--- config.mk ---
export PLATFORM = sky130hd
export DESIGN_NAME = ccff_loader
export DESIGN_NICKNAME = d
export VERILOG_FILES = /design/src/rtl/ccff_loader.sv
export SDC_FILE = /design/constraint.sdc
export NUM_CORES = 1
export LEC_CHECK = 0
export CAP_MARGIN = 20
export CORE_ASPECT_RATIO = 1.5
export CORE_MARGIN = 4
export CORE_UTILIZATION = 51
export CTS_CLUSTER_SIZE = 16
export DETAILED_ROUTE_END_ITERATION = 10
export DONT_BUFFER_PORTS = 1
export GPL_TIMING_DRIVEN = 1
export PLACE_DENSITY = 0.66
export SLEW_MARGIN = 40
export SYNTH_ARGS = -nofsm -noshare
export SYNTH_HDL_FRONTEND = slang
export SYNTH_SLANG_ARGS = --single-unit
--- constraint.sdc ---
create_clock -name prog_clk -period 4.3 [get_ports prog_clk]
set_input_delay 1.075 -clock prog_clk [delete_from_list [all_inputs] [get_ports prog_clk]]
set_output_delay 1.075 -clock prog_clk [all_outputs]
set_load 0.01 [all_outputs]
--- src/rtl/ccff_loader.sv ---
// Streams bitstream bytes into a ccff configuration chain, MSB first,
// with optional readback of the bits leaving the chain tail.
module ccff_loader #(
   parameter int CHAIN_LEN = 16,
   parameter int CNT_W     = 16
) (
   input  logic             prog_clk,
   input  logic             pReset,
   input  logic             start,
   input  logic             rb_en,
   input  logic             in_valid,
   input  logic [7:0]       in_data,
   output logic             in_ready,
   output logic             ccff_head,
   output logic             chain_clk_en,
   input  logic             ccff_tail,
   output logic             out_valid,
   output logic [7:0]       out_data,
   input  logic             out_ready,
   output logic             busy,
   output logic             done,
   output logic [CNT_W-1:0] bit_count
);

   typedef enum logic [1:0] {IDLE, FETCH, SHIFT, DONE} state_t;

   localparam logic [CNT_W-1:0] LEN = CNT_W'(CHAIN_LEN);

   state_t           state;
   state_t           state_nxt;
   logic [7:0]       shift_q;
   logic [2:0]       idx_q;
   logic             rb_q;
   logic [7:0]       rb_sr;
   logic [2:0]       rb_cnt;
   logic [CNT_W-1:0] cnt_inc;
   logic             last_bit;
   logic             rb_push;
   logic             stall;
   logic [7:0]       rb_cap;
   logic [7:0]       rb_just;

   assign cnt_inc  = bit_count + 1'b1;
   assign last_bit = (cnt_inc == LEN);
   assign rb_cap   = {rb_sr[6:0], ccff_tail};
   // a partial final byte is left-justified, zero-padded
   assign rb_just  = rb_cap << (3'd7 - rb_cnt);

   always_comb begin
      state_nxt    = state;
      in_ready     = 1'b0;
      ccff_head    = 1'b0;
      chain_clk_en = 1'b0;
      rb_push      = 1'b0;
      stall        = 1'b0;
      done         = 1'b0;
      busy         = (state != IDLE);
      unique case (state)
         IDLE: begin
            if (start) state_nxt = FETCH;
         end
         FETCH: begin
            in_ready = 1'b1;
            if (in_valid) state_nxt = SHIFT;
         end
         SHIFT: begin
            ccff_head    = shift_q[idx_q];
            rb_push      = rb_q & ((rb_cnt == 3'd7) | last_bit);
            stall        = rb_push & out_valid & ~out_ready;
            chain_clk_en = ~stall;
            if (chain_clk_en) begin
               if (last_bit)
                  state_nxt = DONE;
               else if (idx_q == 3'd0)
                  state_nxt = FETCH;
            end
         end
         DONE: begin
            if (!out_valid) begin
               done      = 1'b1;
               state_nxt = IDLE;
            end
         end
         default: state_nxt = IDLE;
      endcase
   end

   always_ff @(posedge prog_clk or posedge pReset) begin
      if (pReset) begin
         state     <= IDLE;
         shift_q   <= '0;
         idx_q     <= '0;
         rb_q      <= 1'b0;
         rb_sr     <= '0;
         rb_cnt    <= '0;
         out_valid <= 1'b0;
         out_data  <= '0;
         bit_count <= '0;
      end else begin
         state <= state_nxt;
         if (state == IDLE && start) begin
            bit_count <= '0;
            rb_q      <= rb_en;
            rb_sr     <= '0;
            rb_cnt    <= '0;
         end
         if (in_valid && in_ready) begin
            shift_q <= in_data;
            idx_q   <= 3'd7;
         end
         if (chain_clk_en) begin
            bit_count <= cnt_inc;
            idx_q     <= idx_q - 1'b1;
            if (rb_push) begin
               rb_sr  <= '0;
               rb_cnt <= '0;
            end else if (rb_q) begin
               rb_sr  <= rb_cap;
               rb_cnt <= rb_cnt + 1'b1;
            end
         end
         if (out_valid && out_ready) out_valid <= 1'b0;
         // push wins over a same-cycle pop
         if (chain_clk_en && rb_push) begin
            out_valid <= 1'b1;
            out_data  <= rb_just;
         end
      end
   end

endmodule

* Word-level counts from Yosys, hierarchy flattened *
Index checks and enable logic that the tools add are counted.

storage, ports and cells
  register bits after elaboration = 50
  bits of input ports = 15

cells by class
  add/subtract/negate cells = 4
  magnitude comparators = 1
  equal/unequal tests = 10
  shift operators = 1
  multiplexer cells = 29
  bitwise operators = 6
  reduce and logical (&&, ||, !) cells = 11

operator list
  cell                                                count
  two-way mux 16 bit                                  2
  two-way mux 8 bit                                   4
  two-way mux 3 bit                                   6
  adder 16 x 1 -> 16 bit, second input constant       1
  == test 16 x 5 -> 1 bit, second input constant      1
  two-way mux 2 bit                                   6
  two-way mux 1 bit                                   9
  != test 2 bit, second input constant                4
  case mux 2 bit (4 select lines)                     1
  nonzero test 2 bit                                  4
  << shifter 8 x 3 -> 8 bit                           1
  AND reduction 5 bit                                 1
  == test 2 bit, second input constant                2
  logical AND 1 bit                                   4
  < comparator 3 x 4 -> 1 bit, second input constant  1
  adder 3 x 1 -> 3 bit, second input constant         1
  AND 1 bit                                           3
  binary-select mux 1 bit (select 3 bit)              1
  == test 3 bit, second input constant                1
  logical NOT 3 bit                                   1
  != test 3 bit, second input constant                1
  subtractor 3 x 1 -> 3 bit, second input constant    1
  subtractor 3 bit, first input constant              1
  == test 2 x 1 -> 1 bit, second input constant       1
  3 further kinds                                     4

* Depth between registers and ports, before layout *
  depth in word-level cells = 10
  mapped depth = 11

* Worst setup path before layout *
OpenSTA, ideal clock, no wires.

  kind = register -> output
  start = register bit_count[4]
  end = output port chain_clk_en
  data arrival time = 2.133 ns
  setup slack = 1.092 ns
  cell stages (with the launch flop) = 9
  path buffers = 3
  path through = dfrtp_1 buf_2 nand4_1 or4_1 nand4_1 nor4_1 a211oi_2 clkbuf_1 buf_2

on the way
  longest elaborated chain between the ends = 8

RTL lines
  element                  line  source
  start, declared          22    output logic [CNT_W-1:0] bit_count
  start signal, assigned   112   bit_count <= cnt_inc;
  adder 16 x 1 -> 16 bit   43    assign cnt_inc = bit_count + 1'b1;
  == test 16 x 5 -> 1 bit  44    assign last_bit = (cnt_inc == LEN);
  OR 1 bit                 68    rb_push = rb_q & ((rb_cnt == 3'd7) | last_bit);
  AND 1 bit                68
  AND 1 bit (2 in a row)   69    stall = rb_push & out_valid & ~out_ready;
  inverter 1 bit           70    chain_clk_en = ~stall;
  two-way mux 1 bit        58    unique case (state)
  end, declared            15    output logic chain_clk_en,

No other way between the ends.

* Worst setup path after layout *
Ends and elaborated chain as after synthesis.

==> run summary <==
Commonest non-fill, non-tap cell in the layout = dfrtp_1
Root buf cell = clkbuf_8
Placed cells = 336
Post-cts resize count = 0
Row count = 33
Worst hold slack = 0.513 ns
Sequential area share after synthesis = 42.8%
Antenna violations before repair = 0
PnR Total Power = 1.52 mW
Final WL = 5890 microns
Post CTS Setup Buffer Count = 0
DRC violations left = 0
Met2 usage = 32.0%
RSZ-0062 raised after global routing = false
Post-synth cell types = 50
Drt via density = 5.98
Core box area = 5450 sq um
Sink Count = 49
Mux cell area share after synthesis = 12.2%
Crit-path max FO = 21
Cell area after synthesis = 2870 sq um
DR iter-0 viols = 183
Via Count = 2,056
CTS tree = built
Pin count of the biggest net entering global routing = 50
Fin. max-slew vios = 0
Cell area after layout = 2960 sq um
Worst-Margin Slew = 0.610 ns
Adder-cell share of the synthesized area = 2.18%
CTS Buffer Depth = 2
Ports = 45
Vias in the first global route = 2,068
P_leak = 1.33 nW
Setup WS post-layout = 0.754 ns
Filler-free cell count of the finished design = 344
Setup CP Type = reg2out
Clk_lat worst skew = 0.29 ns
Die height = 99.8 microns
DRT antenna net count = 0
Worst-path clk slew = 0.09 ns
Die width = 69.2 microns
Synth Area in Simple Gates = 21.3%
Largest family of logic cells by synthesized area = simple AND/OR/NAND/NOR gates
Post-synth EDFFs = 0
Initial core utilization = 52.6%
PD cells = 513 nW/um^2
Worst Path Required = 3.22 ns
Final Util = 54.3%
Mapped Nets = 304
Setup TNS = 0 ns
Met3 Track Usage GR = 4.61%
Drt wl/cell = 17.1 microns
VDD IR max = 0.280 mV
Dpl hpwl = 4190 microns
Final #Nets = 293
Ant. Diodes = 0
CP Launch Type = flip-flop
Gate Count Post-Synth = 284
Synth-to-Final Area Change = 3.32%
Commonest cells after routing, fill and taps aside = dfrtp_1, nand2_1, nor2_1
Mean Syn Cell Area = 10.1 sq um
M1 GR Usage = 22.3%
Post-synthesis compound-gate area fraction = 15.5%
Die ar. = 6910 sq um
Post-place setup slack = 1.05 ns
Setup Skew = 0.00514 ns
Crit end category = output pin
Yosys reg bits = 49
First-pass GRT wire length = 10,300 microns
Placed cell area = 2880 sq um
Gr busiest metal = met2
Final hold vios = 0
Yosys warns = 0
Post-synthesis async set-or-reset flop share = 100%
All-Layer GR Usage = 18.5%
Number of port buffers = 0
Min Tclk post-route = 3.55 ns
Num CTS Buffers = 5
GRT overflow = 0
# Max-Cap Violations = 0
Worst min path class = reg2reg
Hold buffer count at cts = 0
RePlAce Congestion = 0.797
Crit path DAT = 2.47 ns
Period utilization = 82.5%
Initial DRT Pass Iterations = 4
Layout cell share with drive strength beyond 1 = 13.9%
Top FF cell, synth = dfrtp_1
H-tree levels = 2
FMAX = 282 MHz
Final setup vio count = 0
Synth Area in XOR/XNOR = 1.53%
Slew HR = 59.2%
Outcome = complete, no violations
## cells in the mapped netlist, types with 2 or more instances
cell      number  area (sq um)
nor2b_1        3          18.8
ha_1           5          62.6
and4_1         2          17.5
a31oi_1        2          12.5
a211oi_1       2          15.0
nor2_1        21          78.8
and2_1         3          18.8
nor3b_1        5          37.5
nor4_1         3          18.8
dfrtp_1       49          1230
a211o_1        3          26.3
or3_1          2          12.5
xor2_1         2          17.5
mux2i_1        9          90.1
and3_1        14          87.6
nand3_1       11          55.1
o21ai_0       10          50.1
nand2_1       31           116
inv_1          8          30.0
a221o_1        7          70.1
nand2b_1       4          25.0
a22o_1        11          96.3
nor3_1         4          20.0
clkbuf_1       9          33.8
mux4_2         2          45.0
a21oi_1        3          15.0
buf_6          2          22.5
mux2_2        18           203
xnor2_1        3          26.3
a21o_1         3          22.5
o211ai_1       3          22.5
buf_2          8          40.0
nand4_1        5          31.3
## path summary, 6_finish.rpt
| check | startpoint | slack [ns] | to | cells past startpoint |
|---|---|---|---|---|
| min in group asynchronous | pReset | 0.73 | shift_q[5] | 1 |
| min | shift_q[3] | 0.51 | shift_q[3] | 1 |
| max reg2reg | bit_count[4] | 1.32 | bit_count[10] | 8 |
| max | bit_count[4] | 0.75 | chain_clk_en | 6 |
| max in group asynchronous | pReset | 3.18 | out_data[1] | 1 |
| min reg2reg | shift_q[3] | 0.51 | shift_q[3] | 1 |
## power breakdown
part,switching (mW),internal [mW],leakage [nW],total [mW]
logic,0.288,0.252,0.654,0.539
clock network,0.141,0.116,0.0395,0.257
registers,0.154,0.568,0.632,0.722
## routing by layer
| layer | up-vias | wire length, microns |
|---|---|---|
| li1 | 1013 | - |
| met1 | 999 | 2460 |
| met2 | 38 | 3040 |
| met3 | 6 | 293 |
| met4 | 0 | 99 |
| met5 | - | 0 |
## cells by family (layout without fill, tap and decap cells)
kind of cell / count (synthesis) / count (layout)
xor gates and xnor gates: 5 / 5
muxes: 30 / 30
buffers and inverters: 28 / 18
adders and majority gates: 5 / 5
AOI/OAI and AO/OA: 52 / 52
DFF: 49 / 49
and+or+nand+nor: 115 / 115
## cell type report
class / count / area (sq um)
clock buffers: 8 / 80.1
fillers: 512 / 2490
inverters: 8 / 32.5
multi-input cells: 207 / 1520
flip-flops and latches: 49 / 1230
well taps: 70 / 87.6
repair buffers: 2 / 15.0
## flip-flops by register name (all words and copies together), names as in the netlist
signal and count:
rb_sr 7, shift_q 8, idx_q 3, bit_count 16, rb_q 1, out_valid 1, state 2, rb_cnt 3
out_data 8
## critical path, stage by stage (launching register included)
cell	delay (ns)
dfrtp_1	0.54
nand4_1	0.32
or4_1	0.59
nand4_1	0.12
nor4_1	0.07
a211oi_4	0.26
buf_4	0.27
Note: power is estimated with default switching activity, not from simulation.
